[config.mk]
export PLATFORM = sky130hd
export DESIGN_NAME = fetch_unit_flat
export DESIGN_NICKNAME = d
export VERILOG_FILES = /design/src/rtl/fetch_imem_if.sv /design/src/rtl/fetch_unit.sv /design/src/flat_wrapper.sv
export SDC_FILE = /design/constraint.sdc
export NUM_CORES = 1
export LEC_CHECK = 0
export ABC_CLOCK_PERIOD_IN_PS = 4900
export BUFFER_PORTS_ARGS = -buffer_cell sky130_fd_sc_hd__buf_2
export CAP_MARGIN = 0
export CORE_AREA = 2 2 140 142
export CTS_CLUSTER_SIZE = 24
export DETAILED_ROUTE_END_ITERATION = 8
export DIE_AREA = 0 0 142 144
export SLEW_MARGIN = 20
export SYNTH_ARGS = -nofsm -noshare
export SYNTH_HDL_FRONTEND = slang
export SYNTH_SLANG_ARGS = --single-unit
[constraint.sdc]
create_clock -name clk -period 4.9 [get_ports clk]
set_input_delay 0.245 -clock clk [delete_from_list [all_inputs] [get_ports clk]]
set_output_delay 0.245 -clock clk [all_outputs]
set_load 0.01 [all_outputs]
[src/rtl/fetch_imem_if.sv]
// Instruction-memory bus between the fetch stage and instruction memory.
//   req    : request strobe, one cycle per fetch
//   addr   : word-aligned request address
//   rvalid : read data valid, arrives at least one cycle after req
//   rdata  : instruction word
// master is the fetch side, slave is the memory side.
interface fetch_imem_if #(
  parameter int unsigned NB = 32
) ();
  logic          req;
  logic [NB-1:0] addr;
  logic          rvalid;
  logic [NB-1:0] rdata;

  modport master (
    output req,
    output addr,
    input  rvalid,
    input  rdata
  );

  modport slave (
    input  req,
    input  addr,
    output rvalid,
    output rdata
  );
endinterface

[src/rtl/fetch_unit.sv]
// Instruction-fetch stage of the RV32I core.
// Holds the architectural PC, issues at most one outstanding instruction-memory
// request and fills the IF/ID register. A one-entry skid buffer keeps a returned
// instruction while decode is stalled. A redirect flushes stale fetches.
// Ports:
//   clk, rst_n    : core clock, asynchronous active-low reset
//   next_pc_i     : next-PC mux output (pc_o+4, branch or jump target)
//   redirect_i    : taken branch/jump, next_pc_i holds the target
//   stall_i       : decode stalled, hold the IF/ID register
//   pc_o          : current fetch PC
//   imem          : instruction-memory bus (master side)
//   if_valid_o    : IF/ID register holds a valid instruction
//   if_pc_o       : PC of the IF/ID instruction
//   if_instr_o    : IF/ID instruction word
module fetch_unit #(
  parameter int unsigned   NB       = 32,
  parameter logic [NB-1:0] RESET_PC = '0
) (
  input  logic          clk,
  input  logic          rst_n,
  input  logic [NB-1:0] next_pc_i,
  input  logic          redirect_i,
  input  logic          stall_i,
  output logic [NB-1:0] pc_o,
  fetch_imem_if.master  imem,
  output logic          if_valid_o,
  output logic [NB-1:0] if_pc_o,
  output logic [NB-1:0] if_instr_o
);

  typedef enum logic [1:0] {StIdle, StReq, StWait, StHold} state_e;

  state_e        r_state,      w_state_d;
  logic [NB-1:0] r_pc,         w_pc_d;
  logic          r_drop,       w_drop_d;
  logic [NB-1:0] r_skid_pc,    w_skid_pc_d;
  logic [NB-1:0] r_skid_instr, w_skid_instr_d;
  logic          r_if_valid,   w_if_valid_d;
  logic [NB-1:0] r_if_pc,      w_if_pc_d;
  logic [NB-1:0] r_if_instr,   w_if_instr_d;

  always_ff @(posedge clk or negedge rst_n) begin
    if (!rst_n) begin
      r_state      <= StIdle;
      r_pc         <= RESET_PC;
      r_drop       <= 1'b0;
      r_skid_pc    <= '0;
      r_skid_instr <= '0;
      r_if_valid   <= 1'b0;
      r_if_pc      <= '0;
      r_if_instr   <= '0;
    end else begin
      r_state      <= w_state_d;
      r_pc         <= w_pc_d;
      r_drop       <= w_drop_d;
      r_skid_pc    <= w_skid_pc_d;
      r_skid_instr <= w_skid_instr_d;
      r_if_valid   <= w_if_valid_d;
      r_if_pc      <= w_if_pc_d;
      r_if_instr   <= w_if_instr_d;
    end
  end

  always_comb begin
    w_state_d      = r_state;
    w_pc_d         = r_pc;
    w_drop_d       = r_drop;
    w_skid_pc_d    = r_skid_pc;
    w_skid_instr_d = r_skid_instr;
    w_if_valid_d   = r_if_valid;
    w_if_pc_d      = r_if_pc;
    w_if_instr_d   = r_if_instr;

    // Decode takes the IF/ID instruction whenever it is not stalled; leave a
    // bubble unless a new instruction is loaded below.
    if (!stall_i) w_if_valid_d = 1'b0;

    unique case (r_state)
      StIdle: w_state_d = StReq;
      StReq: begin
        w_state_d = StWait;
        // The request has already gone out; its response must be discarded.
        if (redirect_i) w_drop_d = 1'b1;
      end
      StWait: begin
        if (imem.rvalid) begin
          if (r_drop || redirect_i) begin
            w_drop_d  = 1'b0;
            w_state_d = StReq;
          end else if (!r_if_valid || !stall_i) begin
            w_if_valid_d = 1'b1;
            w_if_pc_d    = r_pc;
            w_if_instr_d = imem.rdata;
            w_pc_d       = next_pc_i;
            w_state_d    = StReq;
          end else begin
            w_skid_pc_d    = r_pc;
            w_skid_instr_d = imem.rdata;
            w_state_d      = StHold;
          end
        end else if (redirect_i) begin
          w_drop_d = 1'b1;
        end
      end
      StHold: begin
        if (redirect_i) begin
          w_state_d = StReq;
        end else if (!stall_i) begin
          w_if_valid_d = 1'b1;
          w_if_pc_d    = r_skid_pc;
          w_if_instr_d = r_skid_instr;
          w_pc_d       = next_pc_i;
          w_state_d    = StReq;
        end
      end
      default: w_state_d = StIdle;
    endcase

    // Redirect overrides both stall and accept.
    if (redirect_i) begin
      w_pc_d         = next_pc_i;
      w_if_valid_d   = 1'b0;
      w_skid_pc_d    = '0;
      w_skid_instr_d = '0;
    end
  end

  assign imem.req   = (r_state == StReq);
  // Low PC bits are kept as given but never reach memory.
  assign imem.addr  = {r_pc[NB-1:2], 2'b00};
  assign pc_o       = r_pc;
  assign if_valid_o = r_if_valid;
  assign if_pc_o    = r_if_pc;
  assign if_instr_o = r_if_instr;

endmodule

[src/flat_wrapper.sv]
// flat-port wrapper written by rule: the top's interface ports become plain ports
module fetch_unit_flat 
#(
  parameter int unsigned   NB       = 32,
  parameter logic [NB-1:0] RESET_PC = '0
)
  (clk, rst_n, next_pc_i, redirect_i, stall_i, pc_o, if_valid_o, if_pc_o, if_instr_o, imem_req, imem_addr, imem_rvalid, imem_rdata);
  fetch_imem_if #(.NB(NB)) imem_i ();
  input  logic clk;
  input  logic rst_n;
  input  logic [NB-1:0] next_pc_i;
  input  logic redirect_i;
  input  logic stall_i;
  output logic [NB-1:0] pc_o;
  output logic if_valid_o;
  output logic [NB-1:0] if_pc_o;
  output logic [NB-1:0] if_instr_o;
  output wire logic [$bits(imem_i.req)-1:0] imem_req;
  output wire logic [$bits(imem_i.addr)-1:0] imem_addr;
  input wire logic [$bits(imem_i.rvalid)-1:0] imem_rvalid;
  input wire logic [$bits(imem_i.rdata)-1:0] imem_rdata;
  assign imem_req = imem_i.req;
  assign imem_addr = imem_i.addr;
  assign imem_i.rvalid = imem_rvalid;
  assign imem_i.rdata = imem_rdata;
  fetch_unit #(.NB(NB), .RESET_PC(RESET_PC)) u_core (.clk(clk), .rst_n(rst_n), .next_pc_i(next_pc_i), .redirect_i(redirect_i), .stall_i(stall_i), .pc_o(pc_o), .imem(imem_i), .if_valid_o(if_valid_o), .if_pc_o(if_pc_o), .if_instr_o(if_instr_o));
endmodule
==> results by group <==
Route
  • DRC: 0
  • Antenna-violating nets left: 0
  • Drt total wl: 16.47 mm
  • 1st-pass router iterations: 4
  • Initial detailed-routing violation count: 166
  • Vias: 4,855
  • DR WL/cell: 17.16 um
  • Routed vias/inst: 5.057

Global routing
  • GRT Total Usage: 16.44%
  • Vias in the first global route: 5,025
  • Total congestion overflow: 0
  • Initial antenna violation count: 2
  • Largest net degree at the start of global routing: 76
  • Global-route wire length before repair: 26.31 mm

Clock tree
  • Longest Clk Path Bufs: 2
  • CTS sink count: 164
  • Root buffer cell: clkbuf_16
  • CTS clk-pin slew, worst paths: 70 ps
  • CTS Buf Count: 17
  • Post CTS Setup Buffer Count: 0
  • Clk Latency, worst-skew pair: 420 ps
  • CTS tree: built
  • H-tree depth: 4

Logic synthesis
  • Syn_area_per_cell: 13.51 um2
  • Synth warnings: 0
  • Library cells used by synthesis: 29
  • Seq/Total Area, Yosys: 55.12%
  • Synthesized flop and latch total: 164
  • Post-Syn Instances: 551
  • Ranking of synthesized cells by area: dfrtp_1 55%, mux2_2 15%, mux2_4 12%
  • Synthesized area: 7446 um2
  • Synth top area share: 55.12%
  • Leading area contributor after synthesis: dfrtp_1

STA
  • Worst setup margin: 1992 ps
  • Final-report setup violation count: 0
  • Worst-Margin Slew: 977.1 ps
  • Max-slew headroom: 34.86%
  • Final period util: 59.35%
  • Minimum clock period: 2908 ps
  • Endpoints failing hold: 0
  • Worst Clk Skew: 7.407 ps
  • Fmax: 343.9 MHz
  • RSZ-0062 raised after global routing: no
  • Slew Viols, Final: 0
  • Post-Route Setup TNS: 0 ps

Place
  • GPL Wtd Cong: 0.7041
  • Port bufs: 196
  • Worst Setup Slack post-DPL: 1929 ps
  • Final HPWL DP: 10.65 mm

Critical path
  • Worst path slowest cell: ha_4
  • Worst Path Required: 5200 ps
  • Cell Chain, Critical Path: ha_4 -> nor3b_1 -> o21ai_4 -> buf_6 -> mux2_2
  • R2R Setup Slk: 1990 ps
  • Nature of the critical path endpoint: flop
  • WP data arrival: 3210 ps
  • Worst Path Max Fanout: 68
  • Critical path class: flop to flop
  • Worst Setup Start Kind: flop
  • Largest stage delay on the critical path: 820 ps

Power
  • Peak supply drop: 0.2415 mV
  • Leak: 4.432 nW
  • Total power: 5.199 mW
  • Pwr/cell area: 572.1 nW/um2

Floorplan
  • Placement row count: 51
  • Die area: 20,450 um2
  • Die width: 142 um
  • Starting Density: 39.03%
  • I/O Pins: 199
  • Die Y: 144 um
  • Core Region: 19,080 um2

Finish
  • Area grow syn2layout: 22.05%
  • Layout cells sized above 1: 55.48%
  • Final net count: 780

Hold path
  • Hold Crit Class: primary input to flop

Outcome
  • Outcome: complete, no violations

Job
  • Max-Cap Viols: 0
==> cell usage after synthesis, drive strengths merged <==
master	count
or2	1
nand3b	1
o221a	1
ha	3
mux2	160
a21oi	33
conb	1
nand2	68
o22ai	1
a31oi	2
nand2b	2
clkbuf	18
nor3b	1
o21ai	3
a22o	32
dfrtp	164
buf	47
inv	5
o21a	1
nor2	4
o31ai	1
nor4	2
==> sequential cells by signal, indices dropped and copies added (netlist names) <==
signal               flops
u_core.if_pc_o          32
u_core.r_drop            1
u_core.r_skid_pc        32
u_core.r_state           2
u_core.pc_o             32
u_core.r_skid_instr     32
u_core.if_instr_o       32
u_core.if_valid_o        1
==> area by class of cell <==
class,instances,area (um2)
Antenna cell,1,2.502
Clock buffer,18,439.2
Clock inverter,14,244.0
Fill cell,1699,9992
Inverter,5,18.77
Multi-Input combinational cell,318,2943
Sequential cell,164,4104
Tap cell,238,297.8
Timing Repair Buffer,202,1039
==> layer usage <==
| metal | part of all wire (%) | track usage, % | vias up |
|---|---|---|---|
| met1 | 46 | 21.64 | 2459 |
| met4 | 1.3 | 5.895 | 2 |
| met2 | 47 | 26.14 | 158 |
| li1 | - | - | 2217 |
| met3 | 5.6 | 4.603 | 19 |
| met5 | 0.079 | 0 | - |
==> cells by family (layout without fill, tap and decap cells) <==
group | after synthesis | after routing | synth area share [%]
AO/OA/AOI/OAI | 74 | 74 | 6.940
adder cells (fa/ha/maj) | 3 | 3 | 0.5042
buffers and inverters | 70 | 239 | 5.831
flip-flops | 164 | 164 | 55.12
multiplexers | 160 | 160 | 27.22
other | 1 | 3 | 0.05036
AND/OR/NAND/NOR | 79 | 79 | 4.335
==> final timing paths <==
check / from / to / cells past startpoint
setup / recovery: u_core.r_state[0] / u_core.if_instr_o[0] / 5
hold / removal: next_pc_i[14] / u_core.pc_o[14] / 2
setup reg to reg: u_core.r_state[0] / u_core.if_instr_o[0] / 5
hold reg to reg: u_core.r_skid_pc[5] / u_core.r_skid_pc[5] / 1
max in group asynchronous: rst_n / u_core.if_instr_o[4] / 3
min in group asynchronous: rst_n / u_core.if_instr_o[26] / 2
==> where the power goes <==
part | switching [mW] | internal [mW] | leakage [nW]
clock network | 0.561 | 0.977 | 0.328
logic | 0.738 | 0.985 | 2.02
registers | 0.248 | 1.69 | 2.08
==> worst max-delay path, delay by kind of cell, from the launching register on <==
| kind | cells | cell delay [ps] |
|---|---|---|
| flops | 1 | 440 |
| fa+ha+maj | 1 | 820 |
| compound gates | 1 | 190 |
| buf+inv | 1 | 710 |
| simple gates | 1 | 210 |
| mux | 1 | 410 |
==> metrics by stage <==
| step | instance area (um2) | hold slack [ps] | instances | utilization [%] |
|---|---|---|---|---|
| finish | 9087 | 54.14 | 960 | 47.63 |
| global placement | 8388 | 295.9 | 926 | 43.96 |
| global route | 9085 | 34.84 | 959 | 47.62 |
| detailed placement | 8392 | 316.5 | 926 | 43.98 |
| CTS | 9085 | 33.46 | 959 | 47.62 |
| floorplan | 7450 | -50.59 | 552 | - |
==> cell usage in the layout (no fill, tap or decap), types with 4 or more instances in the layout <==
cell         n
a21oi_1     33
a22o_1      32
buf_2      195
buf_4        4
bufinv_16    6
clkbuf_16   17
dfrtp_1    164
inv_1        5
inv_6        4
mux2_2     100
mux2_4      60
nand2_1     68
==> what timing repair did <==
action | 4_1_cts | 5_1_grt
hold endpoints to repair | 73 | 0
resized for setup | 0 | 0
hold buffers | 1 | 0
No activity file was read; power rests on OpenSTA's default activity.
